===== src/rtl/context_loader_pkg.sv =====
// Shared constants for the context-load datapath: context word geometry,
// FSM state encodings (shared with context_pointer) and request validation.
package context_loader_pkg;

    localparam int unsigned CTX_WIDTH  = 120;  // data bus MSB index
    localparam int unsigned CTX_DEPTH  = 16;   // entries per PE context cache
    localparam int unsigned CTX_NUM_PE = 16;   // PEs per array

    localparam logic [1:0] S_IDLE   = 2'd0;
    localparam logic [1:0] S_STREAM = 2'd1;
    localparam logic [1:0] S_LAUNCH = 2'd2;

    // A request is legal when at least one PE is selected and 1 <= len <= depth.
    function automatic logic req_legal(input logic       mask_any,
                                       input logic [4:0] len,
                                       input int unsigned depth);
        return mask_any && (len != 5'd0) && (32'(len) <= depth);
    endfunction

endpackage


===== src/rtl/context_loader.sv =====
// Transmit side of the PE context-load interface: reads len words from the
// context memory, writes them into the selected PE caches one word per cycle,
// then issues a single start pulse.
module context_loader
    import context_loader_pkg::*;
#(
    parameter int unsigned WIDTH  = CTX_WIDTH,
    parameter int unsigned NUM_PE = CTX_NUM_PE,
    parameter int unsigned DEPTH  = CTX_DEPTH,
    parameter int unsigned ADDR_W = 8
) (
    input  logic              CLK,
    input  logic              RST,
    input  logic              req,
    input  logic [NUM_PE-1:0] req_pe_mask,
    input  logic [ADDR_W-1:0] req_base,
    input  logic [4:0]        req_len,
    output logic              busy,
    output logic              done,
    output logic              err,
    output logic              mem_rd,
    output logic [ADDR_W-1:0] mem_addr,
    input  logic [WIDTH:0]    mem_rdata,
    output logic [WIDTH:0]    data,
    output logic [NUM_PE-1:0] wr_en,
    output logic [3:0]        wr_idx,
    output logic              start
);

    logic [1:0]        state_q,    state_d;
    logic              busy_q,     busy_d;
    logic              done_q,     done_d;
    logic              err_q,      err_d;
    logic              mem_rd_q,   mem_rd_d;
    logic [ADDR_W-1:0] mem_addr_q, mem_addr_d;
    logic              wr_vld_q,   wr_vld_d;
    logic [NUM_PE-1:0] wr_en_q,    wr_en_d;
    logic [3:0]        wr_idx_q,   wr_idx_d;
    logic              start_q,    start_d;
    logic [NUM_PE-1:0] mask_q,     mask_d;
    logic [ADDR_W-1:0] base_q,     base_d;
    logic [4:0]        len_q,      len_d;
    logic [4:0]        rd_cnt_q,   rd_cnt_d;
    logic [4:0]        wr_cnt_q,   wr_cnt_d;
    logic [WIDTH:0]    data_hold_q, data_hold_d;
    logic [WIDTH:0]    data_o;

    // Next-state logic for the IDLE -> STREAM -> LAUNCH sequence and both pipe stages.
    always_comb begin
        state_d     = state_q;
        busy_d      = busy_q;
        done_d      = 1'b0;
        err_d       = 1'b0;
        mem_rd_d    = 1'b0;
        mem_addr_d  = mem_addr_q;
        wr_vld_d    = 1'b0;
        wr_en_d     = '0;
        wr_idx_d    = wr_idx_q;
        start_d     = 1'b0;
        mask_d      = mask_q;
        base_d      = base_q;
        len_d       = len_q;
        rd_cnt_d    = rd_cnt_q;
        wr_cnt_d    = wr_cnt_q;

        // Memory data is only valid in the write cycle, so the bus is
        // forwarded then and held from a register otherwise.
        data_o      = wr_vld_q ? mem_rdata : data_hold_q;
        data_hold_d = data_o;

        case (state_q)
            S_IDLE: begin
                if (req) begin
                    if (!req_legal(|req_pe_mask, req_len, DEPTH)) begin
                        err_d = 1'b1;
                    end else begin
                        // Word 0 is read in the first STREAM cycle, so its
                        // strobe is registered at the accepting edge.
                        mask_d     = req_pe_mask;
                        base_d     = req_base;
                        len_d      = req_len;
                        mem_rd_d   = 1'b1;
                        mem_addr_d = req_base;
                        rd_cnt_d   = 5'd1;
                        wr_cnt_d   = 5'd0;
                        busy_d     = 1'b1;
                        state_d    = S_STREAM;
                    end
                end
            end
            S_STREAM: begin
                if (rd_cnt_q < len_q) begin
                    mem_rd_d   = 1'b1;
                    mem_addr_d = base_q + ADDR_W'(rd_cnt_q);
                    rd_cnt_d   = rd_cnt_q + 5'd1;
                end
                if (mem_rd_q) begin
                    wr_vld_d = 1'b1;
                    wr_en_d  = mask_q;
                    wr_idx_d = wr_cnt_q[3:0];
                    wr_cnt_d = wr_cnt_q + 5'd1;
                end
                if (wr_vld_q && (wr_cnt_q == len_q)) begin
                    start_d = 1'b1;
                    done_d  = 1'b1;
                    state_d = S_LAUNCH;
                end
            end
            S_LAUNCH: begin
                busy_d  = 1'b0;
                state_d = S_IDLE;
            end
            default: begin
                busy_d  = 1'b0;
                state_d = S_IDLE;
            end
        endcase
    end

    // State registers with synchronous active-high reset.
    always_ff @(posedge CLK) begin
        if (RST) begin
            state_q     <= S_IDLE;
            busy_q      <= 1'b0;
            done_q      <= 1'b0;
            err_q       <= 1'b0;
            mem_rd_q    <= 1'b0;
            mem_addr_q  <= '0;
            wr_vld_q    <= 1'b0;
            wr_en_q     <= '0;
            wr_idx_q    <= '0;
            start_q     <= 1'b0;
            mask_q      <= '0;
            base_q      <= '0;
            len_q       <= '0;
            rd_cnt_q    <= '0;
            wr_cnt_q    <= '0;
            data_hold_q <= '0;
        end else begin
            state_q     <= state_d;
            busy_q      <= busy_d;
            done_q      <= done_d;
            err_q       <= err_d;
            mem_rd_q    <= mem_rd_d;
            mem_addr_q  <= mem_addr_d;
            wr_vld_q    <= wr_vld_d;
            wr_en_q     <= wr_en_d;
            wr_idx_q    <= wr_idx_d;
            start_q     <= start_d;
            mask_q      <= mask_d;
            base_q      <= base_d;
            len_q       <= len_d;
            rd_cnt_q    <= rd_cnt_d;
            wr_cnt_q    <= wr_cnt_d;
            data_hold_q <= data_hold_d;
        end
    end

    assign busy     = busy_q;
    assign done     = done_q;
    assign err      = err_q;
    assign mem_rd   = mem_rd_q;
    assign mem_addr = mem_addr_q;
    assign data     = data_o;
    assign wr_en    = wr_en_q;
    assign wr_idx   = wr_idx_q;
    assign start    = start_q;

endmodule

===== config.mk =====
export PLATFORM = sky130hd
export DESIGN_NAME = context_loader
export DESIGN_NICKNAME = d
export VERILOG_FILES = /design/src/rtl/context_loader_pkg.sv /design/src/rtl/context_loader.sv
export SDC_FILE = /design/constraint.sdc
export NUM_CORES = 1
export LEC_CHECK = 0
export BUFFER_PORTS_ARGS = -buffer_cell sky130_fd_sc_hd__buf_2
export CORE_MARGIN = 5
export CORE_UTILIZATION = 40
export CTS_CLUSTER_SIZE = 40
export DETAILED_ROUTE_END_ITERATION = 12
export HOLD_SLACK_MARGIN = 0.1
export PLACE_DENSITY_LB_ADDON = 0.25
export SLEW_MARGIN = 20
export SYNTH_ARGS = -nofsm -noshare
export SYNTH_HDL_FRONTEND = slang
export SYNTH_SLANG_ARGS = --single-unit

===== constraint.sdc =====
create_clock -name CLK -period 1.9 [get_ports CLK]
set_clock_uncertainty 0.2 [all_clocks]
set_input_delay 0.57 -clock CLK [delete_from_list [all_inputs] [get_ports CLK]]
set_output_delay 0.57 -clock CLK [all_outputs]
set_load 0.01 [all_outputs]

Yosys cells after proc, flatten, opt, wreduce, memory -nomap -nowiden. Index checks and enable logic that the tools add are counted. W data, S select, Z words.

Bits in registers: 195. Input port bits: 153. Output and inout port bits: 154. Word-level logic and storage cells: 74.

$add $sub $neg: 3. Magnitude comparators: 2. Equal/unequal tests: 7. Mux-type cells: 27. Bitwise gates (word level): 4. Reduce and logical (&&, ||, !) cells: 16.

Operators by type and width (count): $mux W121 (1); $mux W5 (6); $mux W8 (3); $pmux W5 S2 (2); $pmux W8 S2 (1); $reduce_or A16 Y1 (1); $add A5 B1 Y5 const B (2); $ne A2 B2 Y1 const B (5); $reduce_and A3 Y1 (3); $add A8 B5 Y8 (1); $mux W1 (8); $reduce_and A4 Y1 (2); $mux W2 (3); $reduce_or A3 Y1 (2); $eq A5 B5 Y1 (1); $le A5 B5 Y1 const B (1); $lt A5 B5 Y1 (1); $reduce_bool A5 Y1 (1); $not A1 Y1 (4); $pmux W1 S2 (2); $pmux W2 S2 (1); $logic_and A1 B1 Y1 (3); $eq A2 B1 Y1 const B (1); $logic_not A2 Y1 (1); other kinds (3) (3).

Depth between registers and ports, before layout.
Word-level depth: 6. Depth in mapped cells: 9.

Worst setup path after synthesis. No wires, ideal clock.

Path type: register to register. From: register len_q[4]. To: register rd_cnt_q[0]. Setup time: 79 ps. Arrival: 1860 ps. Data required time: 1621 ps. Slack: -240 ps. Cell stages (with the launch flop): 9. Buffers on the path: 1. Clock period less this slack: 2140 ps. Cells stage by stage: dfxtp_1 > inv_1 > ha_1 > a211o_1 > a31oi_4 > nand2b_4 > buf_6 > nor2_2 > a211oi_2.

Word-level cells in the longest chain between the ends: 3.

RTL lines: start, declared (RTL line context_loader.sv:42) `logic [4:0] len_q, len_d;`; start signal, assigned (RTL line context_loader.sv:152) `len_q <= len_d;`; $lt A5 B5 Y1 (RTL line context_loader.sv:92) `if (rd_cnt_q < len_q) begin`; $ne A2 B2 Y1 (no source line); $reduce_and A4 Y1 (no source line); end signal, assigned (RTL line context_loader.sv:153) `rd_cnt_q <= rd_cnt_d;`; end, declared (RTL line context_loader.sv:43) `logic [4:0] rd_cnt_q, rd_cnt_d;`.

Every way passes these cells. A chain may end at the register's enable or synchronous reset.

Worst setup path after layout.
From: register wr_vld_q. To: output port data[120].

Word-level cells in the longest chain between the ends: 1.

RTL lines: start, declared (RTL line context_loader.sv:36) `logic wr_vld_q, wr_vld_d;`; start signal, assigned (RTL line context_loader.sv:146) `wr_vld_q <= wr_vld_d;`; $mux W121 (RTL line context_loader.sv:68) `data_o = wr_vld_q ? mem_rdata : data_hold_q;`; end, declared (RTL line context_loader.sv:24) `output logic [WIDTH:0] data,`.

Every way passes these cells.

==> flow_metrics.tcl <==
set metrics [dict create \
    status "complete, but fails checks" \
    violations "negative setup slack" \
    synth_nets 887 \
    first_pass_iters 4 \
    antenna_found_initial 1 \
    post-dp-hpwl_um 16200 \
    critPathCaptureType "primary output" \
    drive_gt1_frac 0.549 \
    layout_commonest_cell "buf_2" \
    synth_cell_types 48 \
    boundaryPins 307 \
    finalPower_mw 8.77 \
    num_vias 6391 \
    netlist_instances 722 \
    cts_buffers 17 \
    async_flop_share 0 \
    cp_slowest_stage_delay_ns 0.39 \
    whs_ns 0.189 \
    drcViolationCount 0 \
    grt_pass1_vias 6277 \
    ys.flop_type "dfxtp_1" \
    fmax_mhz 418 \
    power.leakage_nw 5.61 \
    tritoncts "yes" \
    final_cell_mix "buf_2 (273), dfxtp_1 (182), and2_1 (138), mux2_2 (83), buf_4 (53)" \
    die_y_um 150 \
    finalHoldViolCount 0 \
    worstPathMaxFanout 8 \
    clock_tree.buffer_depth 2 \
    powerDensity_nw_per_um2 758 \
    rsz0062_at_grt "yes" \
    final.min_clock_period_ns 2.39 \
    slowest_stage "dfxtp_4" \
    relSlewSlack 0.690 \
    core-area_um2 19300 \
    io_buffers 306 \
    crit_required_ns 1.13 \
    critPathBufInv 3 \
    worst_slew_pin_slew_ns 0.453 \
    initial_core_util 0.404 \
    period_share 1.26 \
    ys_seq_elements 195 \
    fp.dieW_um 150 \
    combPwrFrac 0.110 \
    place.gp.congestion 0.817 \
    wirelength_um 23100 \
    critPathKind "flop to primary output" \
    cts.sinks 195 \
    crit_arrival_ns 1.62 \
    htree_levels 4 \
    syn_avg_cell_area_um2 10.8 \
    root_buffer "clkbuf_16" \
    hold_path_class "input port to flop" \
    setup_slack_ns -0.491 \
    place_area_um2 10100 \
    switchingPower_mw 2.13 \
    seq_area_frac_synth 0.500 \
    peakVddDrop_uv 571 \
    dieArea_um2 22400 \
    maxCapViolCount 0 \
    cp_top_family "buffers and inverters" \
    final_max_slew_viol_count 0 \
    vias_per_cell 4.71 \
    grt_pass1_wl_um 34000 \
    syn_to_final_growth_pct 48.1 \
    swShare 0.243 \
    synth_edf_count 0 \
    fin_area_um2 11600 \
    clk_latency_ns 0.42 \
    setup_viol 127 \
    wl_per_cell_um 17.0 \
    place_ws_ns -0.401 \
    clkPwrFrac 0.408 \
    grt-ovfl-total 0 \
    seqPwrFrac 0.482 \
    cts.clk_slew.worst_paths_ns 0.07 \
    syn_area_um2 7810 \
    start_kind "flop" \
    worstPathCellList "buf_12, buf_16, mux2_2, buf_2" \
    yosysWarnings 0 \
    drt-initial-drc-count 217 \
    nets 1242 \
    postRouteAntennaNets 0 \
    p_int_mw 6.63 \
    track_usage 0.191 \
    grt_max_degree 51 \
    core.rowCount 51 \
]
[routing by layer]
metal,GRT usage,share of wire,up-vias
met5,0,0,-
met4,0.0668,0.021,0
met3,0.0424,0.057,34
met2,0.336,0.51,201
met1,0.231,0.41,3001
li1,-,-,3155
[cell usage after synthesis, drive strengths merged, types with 4 or more instances]
cell | number | share of area
xor2 | 5 | 0.0056
a311oi | 6 | 0.0067
a21oi | 14 | 0.011
nor3 | 5 | 0.0032
mux2i | 29 | 0.037
buf | 17 | 0.012
and2 | 139 | 0.11
nor2 | 47 | 0.023
mux2 | 121 | 0.17
xnor2 | 5 | 0.0056
ha | 11 | 0.018
nand2b | 4 | 0.0051
o21ai | 8 | 0.0051
a211oi | 5 | 0.0054
inv | 9 | 0.0043
dfxtp | 195 | 0.50
nor4 | 6 | 0.0048
nand2 | 29 | 0.014
nand3 | 10 | 0.0071
clkbuf | 28 | 0.013
nor2b | 4 | 0.0032
[cells by family after synthesis]
kind of cell | after synthesis | synth area share
AO/OA/AOI/OAI | 52 | 0.0510
XOR/XNOR | 10 | 0.0112
buffers and inverters | 54 | 0.0301
adder cells (fa/ha/maj) | 12 | 0.0202
flip-flops | 195 | 0.500
multiplexers | 150 | 0.212
AND/OR/NAND/NOR | 249 | 0.176
[power groups by stage]
stage          clock [mW]  sequential, mW  combinational (mW)
3_3_place_gp            0            4.32               0.809
3_5_place_dp            0            4.32               0.821
6_report             3.57            4.23               0.966
5_1_grt              3.85            4.24                1.04
4_1_cts              3.69            4.22               0.899
2_1_floorplan           0            4.32               0.411
[path summary, 6_finish.rpt]
| kind | to | from | slack (ns) | depth (start not counted) |
|---|---|---|---|---|
| worst max-delay path | data[120] | wr_vld_q | -0.49 | 4 |
| worst min-delay path | base_q[0] | req_base[0] | 0.19 | 3 |
| worst max register to register | mem_addr[6] | base_q[0] | -0.13 | 9 |
| worst min register to register | wr_en[7] | mask_q[7] | 0.25 | 1 |
[stage by stage]
step                setup TNS, ns  cells  utilization
CTS                        -57.27   1344        0.574
global route               -61.55   1356        0.598
global placement           -23.25   1299        0.522
detailed placement         -24.00   1299        0.522
finish                     -53.29   1357        0.598
floorplan                  -0.399    722            -
[flip-flops by register name (all words and copies together), names as in the netlist]
signal / cells
wr_cnt_q: 5
state_q: 2
wr_idx: 4
busy: 1
len_q: 5
rd_cnt_q: 5
data_hold_q: 121
err: 1
wr_vld_q: 1
base_q: 8
start: 1
mem_rd: 1
mask_q: 16
wr_en: 16
mem_addr: 8
[area by class of cell]
| class | instances | area [um2] |
|---|---|---|
| Multi-Input combinational cell | 474 | 4110 |
| Timing Repair Buffer | 380 | 2570 |
| Clock buffer | 18 | 429 |
| Antenna cell | 2 | 5.00 |
| Inverter | 9 | 33.8 |
| Clock inverter | 14 | 150 |
| Sequential cell | 195 | 3930 |
| Fill cell | 1667 | 7770 |
| Tap cell | 265 | 332 |
[worst min-delay path: stages]
cell     delay [ns]
buf_2          0.09
mux2i_1        0.05
nor2_1         0.07
[what timing repair did]
action	4_1_cts	5_1_grt
resized for setup	67	62
hold buffers	0	0
setup buffers	11	7
setup endpoints to repair	132	163
pin swaps	16	23
gates cloned	3	4
hold endpoints to repair	0	0
Power figures use the tool's default switching activity.
